<file path="src/rtl/mips_pkg.sv">
// Shared MIPS datapath definitions: word width and the pipeline-stage
// register state encoding.
package mips_pkg;

  localparam int WORD_W = 32;

  // 2'b11 is never produced; the stage decodes it as EMPTY.
  typedef enum logic [1:0] {
    ST_EMPTY = 2'b00,
    ST_BUSY  = 2'b01,
    ST_FULL  = 2'b10
  } skid_state_e;

endpackage

</file>
<file path="src/rtl/pipe_skid_reg.sv">
// Handshaked pipeline-stage register with one skid entry, so that in_ready
// can come straight from a flop without costing a bubble at full rate.
module pipe_skid_reg
  import mips_pkg::*;
#(
  parameter int               WIDTH    = WORD_W,
  parameter logic [WIDTH-1:0] RST_DATA = {WIDTH{1'b0}}
) (
  input  logic             clk,
  input  logic             rst,
  input  logic             flush,
  input  logic [WIDTH-1:0] din,
  input  logic             in_valid,
  output logic             in_ready,
  output logic [WIDTH-1:0] dout,
  output logic             out_valid,
  input  logic             out_ready
);

  skid_state_e      state_r;
  skid_state_e      state_nxt_s;
  logic [WIDTH-1:0] dout_r;
  logic [WIDTH-1:0] skid_r;
  logic             in_ready_r;
  logic             out_valid_r;

  logic in_fire_s;
  logic out_fire_s;
  logic load_main_s;
  logic main_from_skid_s;
  logic load_skid_s;

  assign in_fire_s  = in_valid & in_ready_r;
  assign out_fire_s = out_valid_r & out_ready;

  // State register; in_ready/out_valid are flopped decodes of the next state.
  always_ff @(posedge clk) begin
    if (rst) begin
      state_r     <= ST_EMPTY;
      in_ready_r  <= 1'b1;
      out_valid_r <= 1'b0;
    end else begin
      state_r     <= state_nxt_s;
      in_ready_r  <= (state_nxt_s != ST_FULL);
      out_valid_r <= (state_nxt_s != ST_EMPTY);
    end
  end

  // Next-state logic; flush overrides any handshake in the same cycle.
  always_comb begin
    state_nxt_s = state_r;
    if (flush) begin
      state_nxt_s = ST_EMPTY;
    end else begin
      case (state_r)
        ST_BUSY: begin
          if (in_fire_s && !out_ready) begin
            state_nxt_s = ST_FULL;
          end else if (out_fire_s && !in_fire_s) begin
            state_nxt_s = ST_EMPTY;
          end else begin
            state_nxt_s = ST_BUSY;
          end
        end
        ST_FULL: begin
          if (out_fire_s) begin
            state_nxt_s = ST_BUSY;
          end else begin
            state_nxt_s = ST_FULL;
          end
        end
        default: begin
          if (in_fire_s) begin
            state_nxt_s = ST_BUSY;
          end else begin
            state_nxt_s = ST_EMPTY;
          end
        end
      endcase
    end
  end

  // Data-path load enables; a flushed cycle loads nothing so old data is kept.
  always_comb begin
    load_main_s      = 1'b0;
    main_from_skid_s = 1'b0;
    load_skid_s      = 1'b0;
    if (flush) begin
      load_main_s = 1'b0;
    end else begin
      case (state_r)
        ST_BUSY: begin
          if (in_fire_s && out_fire_s) begin
            load_main_s = 1'b1;
          end else if (in_fire_s) begin
            load_skid_s = 1'b1;
          end else begin
            load_main_s = 1'b0;
          end
        end
        ST_FULL: begin
          if (out_fire_s) begin
            load_main_s      = 1'b1;
            main_from_skid_s = 1'b1;
          end else begin
            load_main_s = 1'b0;
          end
        end
        default: begin
          if (in_fire_s) begin
            load_main_s = 1'b1;
          end else begin
            load_main_s = 1'b0;
          end
        end
      endcase
    end
  end

  // Main and skid data registers.
  always_ff @(posedge clk) begin
    if (rst) begin
      dout_r <= RST_DATA;
      skid_r <= RST_DATA;
    end else begin
      if (load_main_s) begin
        dout_r <= main_from_skid_s ? skid_r : din;
      end
      if (load_skid_s) begin
        skid_r <= din;
      end
    end
  end

  assign in_ready  = in_ready_r;
  assign out_valid = out_valid_r;
  assign dout      = dout_r;

endmodule
</file>
<file path="config.mk">
export PLATFORM = sky130hd
export DESIGN_NAME = pipe_skid_reg
export DESIGN_NICKNAME = d
export VERILOG_FILES = /design/src/rtl/mips_pkg.sv /design/src/rtl/pipe_skid_reg.sv
export SDC_FILE = /design/constraint.sdc
export NUM_CORES = 1
export LEC_CHECK = 0
export ABC_AREA = 1
export BUFFER_PORTS_ARGS = -buffer_cell sky130_fd_sc_hd__buf_2
export CAP_MARGIN = 20
export CORE_ASPECT_RATIO = 0.6
export CORE_MARGIN = 10
export CORE_UTILIZATION = 50
export CTS_BUF_LIST = sky130_fd_sc_hd__clkbuf_4
export CTS_CLUSTER_SIZE = 24
export DETAILED_ROUTE_END_ITERATION = 6
export GPL_TIMING_DRIVEN = 1
export PLACE_DENSITY = 0.77
export SYNTH_ARGS = -nofsm -noshare
export SYNTH_HDL_FRONTEND = slang
export SYNTH_SLANG_ARGS = --single-unit
</file>
<file path="constraint.sdc">
create_clock -name clk -period 1.48 [get_ports clk]
set_input_delay 0.37 -clock clk [delete_from_list [all_inputs] [get_ports clk]]
set_output_delay 0.37 -clock clk [all_outputs]
set_load 0.01 [all_outputs]
</file>
==> run metrics <==
run status finished with violations; violations in the final reports negative setup slack; Layout Nets 601; length in cells of the worst reg-to-reg path 11; via count of the first global-routing pass 2849; number of instances in the synthesized netlist 486; register-to-register setup slack -5 ps; reg-to-reg critical path endpoint dout[15]$_SDFFE_PP0P_; Routability Congestion 0.802; detailed placer's ending HPWL 5.50 mm; Slowest Stage Delay on Critical Path 360 ps; number of nets still failing antenna checks after routing 0; Initial DRT Pass Iterations 4; Initial Utilization 0.518; diodes inserted 0; Chip Width 123 um; post-place setup slack -19.7 ps; cell area after layout 4080 um^2; die area 10100 um^2; row cnt 22; post-synthesis share of cell area spent on xor and xnor gates 0; area used by multi-input combinational logic 1500 um^2; Final Util 0.664; maximum number of buffers from clock root to sink 2; leading area contributor after synthesis sky130_fd_sc_hd__dfxtp_1; crit path launch type register; vias post-DR 3155; remaining routing DRC violations 0; initial antenna violation count 0; combinational family with the most area after synthesis simple AND/OR/NAND/NOR gates; Achievable Freq 673 MHz; maximum number of pins on one net before global-route repair 66; sequential-to-total area share from yosys stat 0.428; CTS tree done; number of input and output port buffers inserted 70; io pins 71; Synth Area in Compound Gates 0.157; worst clock skew on the final layout 16.9 ps; max_slew headroom 0.745; master of the slowest instance on the critical path sky130_fd_sc_hd__dfxtp_2; Core Box Area 6140 um^2; Die Ht 81.8 um; layout cells sized above 1 0.267; setup repair after global routing missed its margin true; violation count after the first detailed-route iteration 230; hold path startpoint rst; netlist area before placement 3180 um^2; sum of internal, switching and leakage power 3.98 mW; Seq cells post-synth 68; total negative slack for setup checks -4.90 ps; TritonCTS buffer count 9; Via density 4.86; Required @ worst endpoint 1820 ps; clock latency of the later-clocked register in the worst-skew pair 410 ps; area fraction in and, or, nand and nor cells after synthesis 0.266; number of distinct library cell variants in the gate-level netlist after synthesis 19; worst IR drop on VDD 0.570 mV; max cap viols 0; ranking of synthesized cells by area sky130_fd_sc_hd__dfxtp_1, sky130_fd_sc_hd__nand2_1, sky130_fd_sc_hd__o21ai_0, sky130_fd_sc_hd__inv_1, sky130_fd_sc_hd__nor2_1; Pwr Density 976 nW/um^2; dominant cell type by count on the critical path sky130_fd_sc_hd__nand2_1; final-report max-slew violation count 0; critical setup path kind register to register; overall fraction of global-route tracks in use 0.163; post-placement cell count 626; # fillers 539; final-report hold violation count 0; FF-to-FF Start state_r[0]$_SDFF_PP0_; final worst-path cycle share 1.00; Congestion Overflow GR 0; count of final setup violators 1; clock edge transition at the registers on the reported setup and hold paths 110 ps; CP arrival 1830 ps; Worst Max-Slew Pin Slew 383 ps; critical path cell sequence buf_6, ha_1, inv_1, nor2_1, nand2_1, nand2_4, nand2_8, buf_12, nand2_1, nand2_1, nor2_1; smallest setup slack after layout -4.90 ps; number of cells on the worst hold path 2; number of nets in the synthesized netlist 526; Static Leak 1.94 nW; FF/Latch Area 1360 um^2; largest driver fanout on the critical path 10; Yosys warning total 0; H-tree Lvls 3; instance area at placement 3650 um^2; cell at the root of the clock tree sky130_fd_sc_hd__clkbuf_4; mean area per synthesized cell 6.55 um^2; Fin Hold WS 157 ps; multiplexer area fraction after synthesis 0; area share of the largest cell type after synthesis 0.428; endpoint type of the worst setup path register; Finished Layout Cells 649; adder-cell area share of the yosys netlist 0.0118; detail-routed net length per standard cell 13.6 um; final worst path period need 1480 ps; global-route wire length before repair 13.3 mm; total wire length 8.81 mm; kind of path behind the tightest hold check primary input to register; Hold Path End state_r[1]$_SDFF_PP0_; number of sinks driven by the clock tree 68; synthesis-to-finish area growth 28.2%
==> area by class of cell <==
class                   count  area share
clock inverters             5      0.0190
multi-input cells         316       0.367
well taps                  84      0.0258
inverters                  73      0.0672
clock buffers              10      0.0184
repair buffers             93       0.168
flip-flops and latches     68       0.334
==> worst max-delay path, delay by kind of cell, from the launching register on <==
family	cells	cell delay (ps)
buffers and inverters	3	330
adders and majority gates	1	130
and+or+nand+nor	7	600
DFF	1	360
==> cells in the mapped netlist, drive strengths merged <==
cell type  instances
nand3              5
o21ai             66
inv               73
a21oi             33
ha                 3
dfxtp             68
buf               18
clkbuf            11
nand2            140
nor2              69
==> power by group <==
group	switching, mW	total, mW	internal [mW]
clock	0.662	1.35	0.690
combinational	0.376	0.654	0.278
sequential	0.0492	1.97	1.92
==> registers in the layout, summed over array words and instances, names as in the netlist <==
| register | cells |
|---|---|
| in_ready | 1 |
| dout | 32 |
| out_valid | 1 |
| skid_r | 32 |
| state_r | 2 |
==> cells by family after synthesis <==
group / after synthesis
AOI/OAI and AO/OA: 99
buffers and inverters: 102
and+or+nand+nor: 214
DFF: 68
adders and majority gates: 3
==> layout by cell type (no fill, tap or decap) <==
master                       instances
sky130_fd_sc_hd__a21oi_1            32
sky130_fd_sc_hd__a21oi_4             1
sky130_fd_sc_hd__buf_12              5
sky130_fd_sc_hd__buf_16              1
sky130_fd_sc_hd__buf_2              70
sky130_fd_sc_hd__buf_4               9
sky130_fd_sc_hd__buf_6               3
sky130_fd_sc_hd__buf_8               2
sky130_fd_sc_hd__bufinv_16           2
sky130_fd_sc_hd__clkbuf_16           3
sky130_fd_sc_hd__clkbuf_4           10
sky130_fd_sc_hd__clkinv_1            1
sky130_fd_sc_hd__clkinv_2            2
sky130_fd_sc_hd__clkinvlp_4          1
sky130_fd_sc_hd__dfxtp_1            66
sky130_fd_sc_hd__dfxtp_2             2
sky130_fd_sc_hd__ha_1                2
sky130_fd_sc_hd__ha_4                1
sky130_fd_sc_hd__inv_1              69
sky130_fd_sc_hd__inv_2               3
sky130_fd_sc_hd__nand2_1           119
sky130_fd_sc_hd__nand2_2            18
sky130_fd_sc_hd__nand2_4             2
sky130_fd_sc_hd__nand2_8             1
sky130_fd_sc_hd__nand3_1             3
sky130_fd_sc_hd__nand3_2             1
sky130_fd_sc_hd__nand3_4             1
sky130_fd_sc_hd__nor2_1             56
sky130_fd_sc_hd__nor2_2             12
sky130_fd_sc_hd__nor2_4              1
sky130_fd_sc_hd__o21ai_0            64
sky130_fd_sc_hd__o21ai_1             2
==> per-layer routing <==
metal / GRT usage / routed length, um
met2: 0.247 / 3820
met4: 0.0451 / 65
met3: 0.0699 / 813
met5: 0 / 0
met1: 0.208 / 4110
==> worst max path at each step <==
stage | start | endpoint | cells after the start
2_1_floorplan | state_r[0]$_SDFF_PP0_ | dout[0]$_SDFFE_PP0P_ | 7
3_3_place_gp | state_r[0]$_SDFF_PP0_ | dout[14]$_SDFFE_PP0P_ | 7
3_5_place_dp | state_r[0]$_SDFF_PP0_ | dout[24]$_SDFFE_PP0P_ | 11
4_1_cts | state_r[0]$_SDFF_PP0_ | dout[8]$_SDFFE_PP0P_ | 11
5_1_grt | state_r[0]$_SDFF_PP0_ | dout[28]$_SDFFE_PP0P_ | 11
6_report | state_r[0]$_SDFF_PP0_ | dout[15]$_SDFFE_PP0P_ | 11
==> repair_timing <==
item	in CTS	in global routing
resized for setup	4	45
hold buffers	0	0
gates cloned	1	4
setup endpoints to repair	32	62
pin swaps	1	6
setup buffers	0	3
Power figures use the tool's default switching activity.
